`src/rtl/csr_access_ctrl_pkg.sv`:
```
// Shared CSR definitions: op encodings, funct3 values, FSM states and the
// list of CSR addresses this core actually implements.
package csr_access_ctrl_pkg;

   // Operation handed to the CSR unit.
   typedef enum logic [1:0] {
      CSR_OP_RW = 2'b00,
      CSR_OP_RS = 2'b01,
      CSR_OP_RC = 2'b10
   } csr_op_e;

   // Access controller states.
   typedef enum logic [1:0] {
      ST_IDLE   = 2'b00,
      ST_ACCESS = 2'b01,
      ST_RESP   = 2'b10
   } state_e;

   // funct3 of the SYSTEM-opcode CSR instructions; 000 and 100 are not CSR ops.
   localparam logic [2:0] F3_CSRRW  = 3'b001;
   localparam logic [2:0] F3_CSRRS  = 3'b010;
   localparam logic [2:0] F3_CSRRC  = 3'b011;
   localparam logic [2:0] F3_CSRRWI = 3'b101;
   localparam logic [2:0] F3_CSRRSI = 3'b110;
   localparam logic [2:0] F3_CSRRCI = 3'b111;

   // Implemented CSRs: cycle, cycleh-style counter, mvendorid..mhartid, misa.
   localparam int NUM_IMPL_CSR = 7;
   localparam logic [NUM_IMPL_CSR-1:0][11:0] IMPL_CSR_ADDR = {
      12'h301, 12'hF14, 12'hF13, 12'hF12, 12'hF11, 12'hC80, 12'hC00
   };

endpackage

```
`src/rtl/csr_access_ctrl_decode.sv`:
```
// Combinational decode of a captured CSR instruction: operation, whether it
// writes the CSR at all, and whether it must be reported as illegal.
module csr_decode
   import csr_access_ctrl_pkg::*;
#(
   parameter bit CHECK_ADDR = 1'b1
) (
   input  logic [2:0]  funct3_i,
   input  logic [11:0] addr_i,
   input  logic [4:0]  rs1_idx_i,
   output logic [1:0]  op_o,
   output logic        wr_en_o,
   output logic        illegal_o
);

   logic [NUM_IMPL_CSR-1:0] addr_hit;
   logic                    f3_valid;
   logic                    addr_ok;
   logic                    ro_write;

   // One comparator per implemented address.
   generate
      for (genvar gi = 0; gi < NUM_IMPL_CSR; gi++) begin : g_addr_hit
         assign addr_hit[gi] = (addr_i == IMPL_CSR_ADDR[gi]);
      end
   endgenerate

   // funct3 -> op; set/clear with a zero source never writes the CSR.
   always_comb begin
      op_o     = CSR_OP_RW;
      wr_en_o  = 1'b0;
      f3_valid = 1'b0;
      case (funct3_i)
         F3_CSRRW, F3_CSRRWI: begin
            op_o     = CSR_OP_RW;
            wr_en_o  = 1'b1;
            f3_valid = 1'b1;
         end
         F3_CSRRS, F3_CSRRSI: begin
            op_o     = CSR_OP_RS;
            wr_en_o  = (rs1_idx_i != 5'd0);
            f3_valid = 1'b1;
         end
         F3_CSRRC, F3_CSRRCI: begin
            op_o     = CSR_OP_RC;
            wr_en_o  = (rs1_idx_i != 5'd0);
            f3_valid = 1'b1;
         end
         default: ;
      endcase
   end

   // Address space 11xx is read-only; writing it is illegal.
   assign ro_write  = (addr_i[11:10] == 2'b11) && wr_en_o;
   assign addr_ok   = !CHECK_ADDR || (|addr_hit);
   assign illegal_o = !f3_valid || ro_write || !addr_ok;

endmodule

```
`src/rtl/csr_access_ctrl.sv`:
```
// CSR access controller: accepts one CSR instruction, issues a single-cycle
// access to the CSR unit, then returns the old CSR value as a response.
module csr_access_ctrl
   import csr_access_ctrl_pkg::*;
#(
   parameter bit CHECK_ADDR = 1'b1
) (
   input  logic        clk_i,
   input  logic        rst_i,
   input  logic        req_valid_i,
   output logic        req_ready_o,
   input  logic [2:0]  req_funct3_i,
   input  logic [11:0] req_addr_i,
   input  logic [31:0] req_rs1_i,
   input  logic [4:0]  req_rs1_idx_i,
   input  logic [4:0]  req_rd_i,
   output logic [11:0] csr_addr_o,
   output logic [31:0] csr_data_o,
   output logic [1:0]  csr_op_o,
   output logic        csr_we_o,
   input  logic [31:0] csr_data_i,
   output logic        rsp_valid_o,
   input  logic        rsp_ready_i,
   output logic [4:0]  rsp_rd_o,
   output logic [31:0] rsp_data_o,
   output logic        rsp_we_o,
   output logic        rsp_illegal_o
);

   state_e      state_q, state_d;
   logic [2:0]  funct3_q, funct3_d;
   logic [11:0] addr_q, addr_d;
   logic [4:0]  rd_q, rd_d;
   logic [4:0]  rs1_idx_q, rs1_idx_d;
   logic [31:0] operand_q, operand_d;
   logic        rsp_illegal_q, rsp_illegal_d;
   logic        rsp_we_q, rsp_we_d;
   logic [31:0] rsp_data_q, rsp_data_d;

   logic [1:0]  dec_op;
   logic        dec_wr_en;
   logic        dec_illegal;
   logic        req_fire;

   // Decode always looks at the captured request, so it is stable in ACCESS.
   csr_decode #(
      .CHECK_ADDR (CHECK_ADDR)
   ) u_decode (
      .funct3_i  (funct3_q),
      .addr_i    (addr_q),
      .rs1_idx_i (rs1_idx_q),
      .op_o      (dec_op),
      .wr_en_o   (dec_wr_en),
      .illegal_o (dec_illegal)
   );

   assign req_ready_o = (state_q == ST_IDLE) && !rst_i;
   assign req_fire    = req_valid_i && req_ready_o;

   // Next-state logic: one access cycle, then hold the response until taken.
   always_comb begin
      state_d = state_q;
      case (state_q)
         ST_IDLE:   if (req_fire) state_d = ST_ACCESS;
         ST_ACCESS: state_d = ST_RESP;
         ST_RESP:   if (rsp_ready_i) state_d = ST_IDLE;
         default:   state_d = ST_IDLE;
      endcase
   end

   // State register.
   always_ff @(posedge clk_i) begin
      if (rst_i) state_q <= ST_IDLE;
      else       state_q <= state_d;
   end

   // Datapath next values: capture on accept, build the response in ACCESS.
   always_comb begin
      funct3_d      = funct3_q;
      addr_d        = addr_q;
      rd_d          = rd_q;
      rs1_idx_d     = rs1_idx_q;
      operand_d     = operand_q;
      rsp_illegal_d = rsp_illegal_q;
      rsp_we_d      = rsp_we_q;
      rsp_data_d    = rsp_data_q;
      if (req_fire) begin
         funct3_d  = req_funct3_i;
         addr_d    = req_addr_i;
         rd_d      = req_rd_i;
         rs1_idx_d = req_rs1_idx_i;
         operand_d = req_funct3_i[2] ? {27'd0, req_rs1_idx_i} : req_rs1_i;
      end
      if (state_q == ST_ACCESS) begin
         rsp_illegal_d = dec_illegal;
         rsp_we_d      = (rd_q != 5'd0) && !dec_illegal;
         rsp_data_d    = dec_illegal ? 32'h0 : csr_data_i;
      end
   end

   // Datapath registers; reset discards any in-flight request.
   always_ff @(posedge clk_i) begin
      if (rst_i) begin
         funct3_q      <= 3'd0;
         addr_q        <= 12'd0;
         rd_q          <= 5'd0;
         rs1_idx_q     <= 5'd0;
         operand_q     <= 32'd0;
         rsp_illegal_q <= 1'b0;
         rsp_we_q      <= 1'b0;
         rsp_data_q    <= 32'd0;
      end else begin
         funct3_q      <= funct3_d;
         addr_q        <= addr_d;
         rd_q          <= rd_d;
         rs1_idx_q     <= rs1_idx_d;
         operand_q     <= operand_d;
         rsp_illegal_q <= rsp_illegal_d;
         rsp_we_q      <= rsp_we_d;
         rsp_data_q    <= rsp_data_d;
      end
   end

   assign csr_addr_o    = addr_q;
   assign csr_op_o      = dec_op;
   assign csr_data_o    = operand_q;
   assign csr_we_o      = (state_q == ST_ACCESS) && dec_wr_en && !dec_illegal && !rst_i;
   assign rsp_valid_o   = (state_q == ST_RESP);
   assign rsp_rd_o      = rd_q;
   assign rsp_data_o    = rsp_data_q;
   assign rsp_we_o      = rsp_we_q;
   assign rsp_illegal_o = rsp_illegal_q;

endmodule

```
`config.mk`:
```
export PLATFORM = sky130hd
export DESIGN_NAME = csr_access_ctrl
export DESIGN_NICKNAME = d
export VERILOG_FILES = /design/src/rtl/csr_access_ctrl_pkg.sv /design/src/rtl/csr_access_ctrl_decode.sv /design/src/rtl/csr_access_ctrl.sv
export SDC_FILE = /design/constraint.sdc
export NUM_CORES = 1
export LEC_CHECK = 0
export ABC_AREA = 1
export CORE_UTILIZATION = 35
export DETAILED_ROUTE_END_ITERATION = 10
export PLACE_DENSITY_LB_ADDON = 0.25
export SYNTH_ARGS = -nofsm -noshare
export SYNTH_HDL_FRONTEND = slang
export SYNTH_SLANG_ARGS = --single-unit
```
`constraint.sdc`:
```
create_clock -name clk_i -period 1.82 [get_ports clk_i]
set_clock_uncertainty 0.15 [all_clocks]
set_input_delay 0.364 -clock clk_i [delete_from_list [all_inputs] [get_ports clk_i]]
set_output_delay 0.364 -clock clk_i [all_outputs]
set_load 0.05 [all_outputs]
```
==> impl_metrics.json, run 1 <==
{
  "antenna_found_initial": 1,
  "utilization": 0.584,
  "wl_per_cell_um": 13.1,
  "pre_cts_ws_ns": -0.0163,
  "clock-sinks": 92,
  "rows": 36,
  "portBuffers": 180,
  "cts_buffers": 9,
  "ys_top_cells_by_area": "dfxtp_1 (52%), a21oi_1 (12%), nand2_1 (12%)",
  "start_kind": "flop",
  "status": "complete, but fails checks",
  "num_vias": 3604,
  "endpoint_kind": "primary output",
  "cellLeakagePower_nw": 2.27,
  "synth_top_family_by_area": "simple AND/OR/NAND/NOR gates",
  "firstDrtPassIters": 4,
  "clock.fmax_mhz": 490,
  "rsz0062_at_grt": "true",
  "synth_top_area_cell": "dfxtp_1",
  "drtIter0Drc": 94,
  "fillers": 881,
  "wl_mm": 10.0,
  "grt_use_met3": 0.0663,
  "netlist_area_um2": 3520,
  "startpoint": "csr_addr_o[10]$_SDFFE_PP0P_",
  "floorplan.initialDensity": 0.361,
  "cp.arrival_ns": 1.53,
  "top_usage_layer": "met2",
  "die_h_um": 102,
  "grt_overflow_total": 0,
  "cap_violations": 0,
  "drv_slew": 0,
  "area_growth_pct": 62.1,
  "track_usage": 0.182,
  "ys_ff_latch": 92,
  "boundaryPins": 181,
  "hp-class": "flop to flop",
  "cts_max_level": 3,
  "syn-num-nets": 539,
  "violations": "negative setup slack",
  "worst_skew_pair.late_latency_ns": 0.34,
  "path_max_fanout": 3,
  "die_area_um2": 10500,
  "p_per_area_nw_per_um2": 793,
  "core-area_um2": 9770,
  "hold_depth": 2,
  "fin_ws_ns": -0.221,
  "synth_top_area_frac": 0.523,
  "synth_compound_area_frac": 0.169,
  "path_clk_slew_ns": 0.09,
  "grt_first_pass_wirelength_mm": 14.9,
  "fin_crit_sh": 1.12,
  "finalSetupViolations": 1,
  "drcViolationCount": 0,
  "root_buffer": "clkbuf_8",
  "place_congestion": 0.735,
  "peakVddDrop_mv": 0.451,
  "final_nets": 720,
  "drive_gt1_frac": 0.276,
  "final_hold_viol_count": 0,
  "clk_path_buf_depth": 2,
  "critical_path_class": "flop to primary output",
  "final_common_cell": "nand2_1",
  "synth_area_per_cell_um2": 7.90,
  "synth_xor_area_frac": 0,
  "rr_endpoint": "rsp_data_o[13]$_SDFFE_PP0N_",
  "final_cell_mix": "nand2_1 (109), buf_4 (100), clkdlybuf4s50_1 (91), a21oi_1 (88), dfxtp_1 (79)",
  "cts_tree": "done",
  "yosysWarnings": 0,
  "synth_mux_area_frac": 0.0142,
  "worstPathRequired_ns": 1.31,
  "ant_nets": 0,
  "worstSetupEndpoint": "csr_we_o",
  "synthAdderAreaFrac": 0,
  "r2r_start": "csr_addr_o[10]$_SDFFE_PP0P_",
  "reg2reg_depth": 8,
  "slew_headroom": 0.509,
  "diodes": 0,
  "grtUsageMet1": 0.207,
  "fp.dieW_um": 102,
  "worst_slew_pin_slew_ns": 0.737,
  "grt_pass1_vias": 3278,
  "grtUsageMet2": 0.316,
  "min_period_ns": 2.04,
  "netlist-cell-type-count": 28,
  "vias_per_cell": 4.72,
  "hpwl_mm": 7.19,
  "synth-simple-area-share": 0.217,
  "grt_max_degree": 71,
  "synth_seq_area_share": 0.523,
  "r2r_slack_ns": 0.09,
  "syn_inst": 446
}
flip-flops by register name, summed over array words and instances, names as in the netlist:
signal	flops
csr_data_o	32
funct3_q	2
rsp_data_o	32
rs1_idx_q	5
state_q	2
csr_addr_o	12
rsp_we_o	1
rsp_illegal_o	1
rsp_rd_o	5
power by group:
part           internal [mW]  leakage (nW)  total, mW  switching, mW
registers               2.07         0.756       2.12         0.0485
logic                  0.370          1.40      0.824          0.454
clock network          0.910         0.114       1.59          0.677
worst min path at each step:
stage | start | to
6_report | rs1_idx_q[1]$_SDFFE_PP0P_ | rs1_idx_q[1]$_SDFFE_PP0P_
5_1_grt | rsp_data_o[28]$_SDFFE_PP0N_ | rsp_data_o[28]$_SDFFE_PP0N_
4_1_cts | rs1_idx_q[4]$_SDFFE_PP0P_ | rs1_idx_q[4]$_SDFFE_PP0P_
3_5_place_dp | rs1_idx_q[4]$_SDFFE_PP0P_ | rs1_idx_q[4]$_SDFFE_PP0P_
3_3_place_gp | rs1_idx_q[4]$_SDFFE_PP0P_ | rs1_idx_q[4]$_SDFFE_PP0P_
2_1_floorplan | rs1_idx_q[4]$_SDFFE_PP0P_ | rs1_idx_q[4]$_SDFFE_PP0P_
critical path: stages, from the launching register on:
cell and delay (ns):
dfxtp_4 0.36, nand2_2 0.08, nor3_2 0.13, and2_4 0.16
nand2_2 0.05, nand2_2 0.07, nand2_2 0.06, nor2_4 0.12
buf_12 0.14
cells in the mapped netlist (all sizes together):
library cell and n:
a21oi 90, a22oi 2, and2 1, buf 18, clkbuf 13, clkinv 1
dfxtp 92, inv 23, mux2i 5, nand2 119, nand3 40, nand4 1
nor2 16, nor3 3, o21ai 22
cells by family after synthesis:
logic type | count (synthesis)
AO/OA/AOI/OAI | 114
buffers and inverters | 55
flip-flops | 92
multiplexers | 5
AND/OR/NAND/NOR | 180
metrics by stage:
| stage | area (um2) | hold slack, ns | setup TNS, ns | total power [mW] | instances |
|---|---|---|---|---|---|
| after floorplan | 3620 | 0.280 | -1.15 | 2.58 | 446 |
| after global placement | 5380 | 0.294 | 0 | 2.95 | 746 |
| after detailed placement | 5380 | 0.301 | -0.0234 | 2.96 | 746 |
| after CTS | 5650 | 0.314 | -0.220 | 4.57 | 764 |
| after global routing | 5710 | 0.335 | -0.402 | 4.72 | 764 |
| final | 5710 | 0.316 | -0.221 | 4.53 | 764 |
layer usage:
metal	wire, um	part of all wire
met5	16	0.0016
met1	4080	0.41
met4	129	0.013
met3	833	0.083
met2	4950	0.49
layout make-up:
type | count | area [um2] | share of cell area
clock buffers | 11 | 131 | 0.0230
clock inverters | 4 | 98.8 | 0.0173
inverters | 24 | 97.6 | 0.0171
multi-input cells | 299 | 1490 | 0.261
flip-flops and latches | 92 | 1890 | 0.330
well taps | 133 | 166 | 0.0291
repair buffers | 201 | 1840 | 0.322
repair_timing:
action | CTS | global route
resized for setup | 8 | 20
buffers inserted | 3 | 0
hold buffers | 0 | 0
pin swaps | 6 | 14
endpoints found under the setup margin | 1 | 9
No activity file was read; power rests on OpenSTA's default activity.
==> inputs of run 2 (changes only) <==
- clock period: 1.82 -> 2 ns (I/O delays scaled with it)
==> run 2 against run 1 <==
- the run still ends with negative setup slack left
- worst hold slack gained 0.0012 ns
- worst setup slack gained 0.16 ns
- sequential share of layout area grew 0.82 points
- count of clock-buffer cells in the layout grew 1
- critical path depth shrank 2
- via count shrank 1.2%
- cell area shrank 2.3%
- sequential cell count is the same
- combinational power shrank 13%
- critical endpoint unchanged
- largest cell class unchanged
- largest power group unchanged
==> impl_metrics.json, run 2 (synthesized netlist as in run 1, its figures left out) <==
{
  "status": "complete, but fails checks",
  "violations": "negative setup slack",
  "crit_top_cell": "nor2_4",
  "cpLargestDelayFamily": "simple AND/OR/NAND/NOR gates",
  "reg2reg_depth": 6,
  "hpwl_mm": 7.22,
  "path_clk_slew_ns": 0.09,
  "dp.cells": 740,
  "cp_cell_sequence": "nor2_4 -> nand4_1 -> a21oi_4 -> nand2_2 -> nor2_4 -> buf_12",
  "path_max_fanout": 2,
  "worst_skew_pair.late_latency_ns": 0.36,
  "hold_depth": 2,
  "worst_slew_pin_slew_ns": 0.724,
  "cp_slowest_cell": "dfxtp_2",
  "pre_cts_ws_ns": 0.0516,
  "critical_path.max_stage_delay_ns": 0.35,
  "path_buf_inv": 1,
  "drive_gt1_frac": 0.250,
  "wl_mm": 10.0,
  "wl_per_cell_um": 13.2,
  "fin_ws_ns": -0.0651,
  "root_buffer": "clkbuf_8",
  "slew_headroom": 0.517,
  "critical_path_class": "flop to primary output",
  "final_nets": 715,
  "final_hold_viol_count": 0,
  "drv_slew": 0,
  "place_congestion": 0.720,
  "final_common_cell": "nand2_1",
  "ctsHoldBuffers": 0,
  "utilization": 0.571,
  "diodes": 0,
  "cts_max_level": 3,
  "cp.depth": 6,
  "peakVddDrop_mv": 0.356,
  "cap_violations": 0,
  "clk_path_buf_depth": 2,
  "grt_max_degree": 71,
  "drtIter0Drc": 107,
  "hold-worst-slack_ns": 0.317,
  "track_usage": 0.190,
  "cp.arrival_ns": 1.52,
  "cts_buffers": 9,
  "fp.dieW_um": 102,
  "floorplan.initialDensity": 0.361,
  "firstDrtPassIters": 4,
  "min_period_ns": 2.07,
  "grt_first_pass_wirelength_mm": 15.4,
  "rsz0062_at_grt": "true",
  "die_area_um2": 10500,
  "antenna_found_initial": 1,
  "p_per_area_nw_per_um2": 717,
  "num_vias": 3561,
  "start_kind": "flop",
  "drcViolationCount": 0,
  "endpoint_kind": "primary output",
  "setup_tns_ns": -0.0651,
  "clock-sinks": 92,
  "portBuffers": 180,
  "fin_crit_sh": 1.03,
  "final_cell_mix": "nand2_1 (114), buf_4 (97), clkdlybuf4s50_1 (91), a21oi_1 (88), dfxtp_1 (78)",
  "clock.fmax_mhz": 484,
  "grt_pass1_vias": 3320,
  "ant_nets": 0,
  "finalSetupViolations": 1,
  "rows": 36,
  "boundaryPins": 181,
  "cts_tree": "done",
  "grt_overflow_total": 0,
  "worstPathRequired_ns": 1.45,
  "vias_per_cell": 4.69,
  "fin_cells": 760,
  "hp-class": "flop to flop",
  "area_growth_pct": 58.3,
  "core-area_um2": 9770,
  "cellLeakagePower_nw": 2.23,
  "die_h_um": 102
}
## run 2: cell types whose count changed in the layout (fill, tap and decap cells not counted), moves of 2 or more
cell,change
nand2_2,-4
inv_2,+2
nor2_1,+3
nand2_1,+5
clkbuf_1,-2
nor2_2,-3
bufinv_16,-2
buf_4,-3
nand3_1,+4
inv_4,-3
buf_12,-2
clkbuf_8,+3
nand3_2,-4
## run 2: final timing paths
check	startpoint	to	slack (ns)
max	rs1_idx_q[3]$_SDFFE_PP0P_	csr_we_o	-0.07
min	rsp_data_o[0]$_SDFFE_PP0N_	rsp_data_o[0]$_SDFFE_PP0N_	0.32
max reg2reg	state_q[0]$_SDFFE_PP0P_	rsp_data_o[17]$_SDFFE_PP0N_	0.19
min reg2reg	rsp_data_o[0]$_SDFFE_PP0N_	rsp_data_o[0]$_SDFFE_PP0N_	0.32
## run 2: cell type report
type	instances	area (um2)
clock buffer	12	165
clock inverter	4	55.1
fill	924	4200
inverter	24	90.1
multi-input combinational	299	1440
sequential	92	1890
tap	133	166
timing repair buffer	196	1770
## run 2: power by group
| group | leakage, nW | total, mW | switching (mW) | internal (mW) |
|---|---|---|---|---|
| clock network | 0.109 | 1.35 | 0.667 | 0.688 |
| registers | 0.756 | 1.93 | 0.0453 | 1.89 |
| logic | 1.37 | 0.713 | 0.397 | 0.317 |
## run 2: through the flow
step	total power, mW	instance area, um2
final	4.00	5580
after global routing	4.17	5580
after CTS	4.03	5560
after detailed placement	2.68	5310
after global placement	2.67	5310
after floorplan	2.34	3580
## run 2: per-layer routing
layer  global-route usage  vias up  share of wire
met2                0.323      120           0.47
met5                    0        -              0
met1                0.217     1608           0.43
li1                     -     1822              -
met3               0.0650       11          0.089
met4               0.0791        0          0.016
## run 2: what timing repair did
item	4_1_cts	5_1_grt
setup endpoints to repair	2	1
resized for setup	7	5
pin swaps	4	4
buffers inserted	3	1
endpoints found under the hold margin	0	0
## run 2: worst reg2reg max path: stages (launching register included)
cell and delay, ns:
dfxtp_2 0.38, inv_2 0.05, nor2_4 0.12, clkinv_1 0.48, buf_12 0.36, nand2_1 0.06, a21oi_1 0.06
==> inputs of run 3 (changes only) <==
- DONT_BUFFER_PORTS: unset -> 1
==> run 3 against run 2 <==
- the run still ends with negative setup slack left
- core utilization fell by 15 points
- die area did not move
- count of clock-buffer cells in the layout rose by 3
- worst hold slack got worse by 0.28 ns
- sequential share of layout area rose by 12 points
- fmax fell by 1.5%
- critical path depth rose by 4
- sequential cell count did not move
- first-iteration DRC count fell by 7.5%
- clock power fell by 14%
- worst setup slack got worse by 0.032 ns
- combinational power fell by 42%
- critical path type unchanged
- largest power group unchanged
- highest routed layer unchanged
==> impl_metrics.json, run 3 (synthesized netlist as in run 1, its figures left out) <==
{
  "status": "complete, but fails checks",
  "violations": "negative setup slack",
  "drive_gt1_frac": 0.207,
  "antenna_found_initial": 0,
  "routed-wl-met3_um": 821,
  "ant_nets": 0,
  "path_clk_slew_ns": 0.08,
  "min-delay-start": "req_rs1_i[24]",
  "cp_slowest_cell": "dfxtp_4",
  "worstPathRequired_ns": 1.45,
  "boundaryPins": 181,
  "cts_tree": "done",
  "root_buffer": "clkbuf_8",
  "internal_power_mw": 2.57,
  "rows": 36,
  "worst_slew_pin_slew_ns": 0.572,
  "min_period_ns": 2.10,
  "clock-sinks": 92,
  "clock.fmax_mhz": 477,
  "place_congestion": 0.728,
  "rr_endpoint": "state_q[1]$_SDFFE_PP0P_",
  "holdPathEnd": "csr_data_o[24]$_SDFFE_PP0P_",
  "regArea_um2": 1890,
  "multi_input_area_um2": 1470,
  "cap_violations": 0,
  "final_hold_viol_count": 0,
  "core-area_um2": 9770,
  "cp_cell_sequence": "inv_2 -> nand2_2 -> nor2_2 -> nand3_2 -> nand2_2 -> inv_2 -> nand2_2 -> nand2_2 -> nor2_4 -> buf_12",
  "r2r_slack_ns": 0.15,
  "top_layer_used": "met4",
  "grt_max_degree": 70,
  "die_h_um": 102,
  "cts_buffers": 9,
  "track_usage": 0.165,
  "wl_met1_mm": 3.71,
  "final_cell_mix": "nand2_1 (109), a21oi_1 (88), dfxtp_1 (80), nand3_1 (37), buf_4 (32)",
  "worst_skew_pair.late_latency_ns": 0.35,
  "critical_path.max_stage_delay_ns": 0.37,
  "firstDrtPassIters": 6,
  "p_comb_frac": 0.114,
  "hold_depth": 2,
  "reg2reg_depth": 6,
  "grt_pass1_vias": 2760,
  "crit_top_cell": "nand2_2",
  "clockPowerShare": 0.324,
  "grt_overflow_total": 0,
  "finalSetupViolations": 1,
  "area_growth_pct": 17.1,
  "cp.arrival_ns": 1.55,
  "final_nets": 556,
  "drtIter0Drc": 99,
  "dr_wl_met2_mm": 4.25,
  "floorplan.initialDensity": 0.361,
  "fin_crit_sh": 1.05,
  "power_switching_mw": 1.02,
  "peakVddDrop_mv": 0.374,
  "diodes": 0,
  "wl_per_cell_um": 14.9,
  "slew_headroom": 0.618,
  "drv_slew": 0,
  "clk_path_buf_depth": 2,
  "die_area_um2": 10500,
  "pre_cts_ws_ns": 0.223,
  "critical_path_class": "flop to primary output",
  "rsz0062_at_grt": "true",
  "swShare": 0.284,
  "hold-worst-slack_ns": 0.0373,
  "fin_ws_ns": -0.0967,
  "portBuffers": 0,
  "final_common_cell": "nand2_1",
  "fillers": 990,
  "p_per_area_nw_per_um2": 869,
  "grt_first_pass_wirelength_mm": 13.2,
  "path_max_fanout": 5,
  "cts_max_level": 3,
  "vias_per_cell": 5.04,
  "pwr-share-seq": 0.561,
  "cellLeakagePower_nw": 1.48,
  "endpoint_kind": "primary output",
  "num_vias": 3029,
  "setup_tns_ns": -0.0967,
  "start_kind": "flop",
  "hpwl_mm": 6.08,
  "r2r_start": "state_q[0]$_SDFFE_PP0P_",
  "hp-class": "input pin to flop",
  "wl_mm": 8.94,
  "drcViolationCount": 0,
  "fp.dieW_um": 102
}
## run 3: worst max-delay path, delay by kind of cell, from the launching register on
family                 cells  cell delay [ns]
and+or+nand+nor            7             0.59
DFF                        1             0.37
buffers and inverters      3             0.23
## run 3: worst max-delay path by stage
stage                     slack (ns)        to  depth (start not counted)                  startpoint
final                           -0.1  csr_we_o                         10  csr_addr_o[0]$_SDFFE_PP0P_
after global routing           -0.21  csr_we_o                         10  csr_addr_o[6]$_SDFFE_PP0P_
after CTS                      -0.09  csr_we_o                         10  csr_addr_o[2]$_SDFFE_PP0P_
after detailed placement        0.22  csr_we_o                         10  csr_addr_o[2]$_SDFFE_PP0P_
after global placement          0.26  csr_we_o                         10  csr_addr_o[2]$_SDFFE_PP0P_
after floorplan                0.001  csr_we_o                          9  csr_addr_o[6]$_SDFFE_PP0P_
## run 3: power by group through the flow
| stage | logic [mW] | clock network (mW) | registers [mW] |
|---|---|---|---|
| 6_report | 0.410 | 1.16 | 2.02 |
| 5_1_grt | 0.451 | 1.29 | 2.02 |
| 4_1_cts | 0.395 | 1.22 | 2.01 |
| 3_5_place_dp | 0.353 | 0 | 2.06 |
| 3_3_place_gp | 0.350 | 0 | 2.05 |
| 2_1_floorplan | 0.211 | 0 | 2.13 |
## run 3: final cells by class
type	count	share of cell area
flip-flops and latches	92	0.457
repair buffers	37	0.0797
clock inverters	1	0.00121
clock buffers	15	0.0427
multi-input cells	299	0.356
well taps	133	0.0403
inverters	24	0.0230
## run 3: what timing repair did
| action | in CTS | in global routing |
|---|---|---|
| resized for setup | 8 | 17 |
| setup endpoints to repair | 1 | 1 |
| hold endpoints to repair | 70 | 0 |
| setup buffers | 4 | 2 |
| pin swaps | 7 | 12 |
| hold buffers | 2 | 0 |
## run 3: metal layers
metal  GRT usage  vias up
met2       0.261      120
met1       0.198     1398
met5           0        -
met4      0.0846        0
met3      0.0588       12
li1            -     1499
## run 3: through the flow
stage	total power, mW	std cells	util	cell area, um2
finish	3.59	601	0.422	4130
global route	3.77	601	0.422	4130
CTS	3.62	599	0.416	4070
detailed placement	2.41	577	0.389	3810
global placement	2.40	577	0.389	3810
floorplan	2.34	446	-	3580
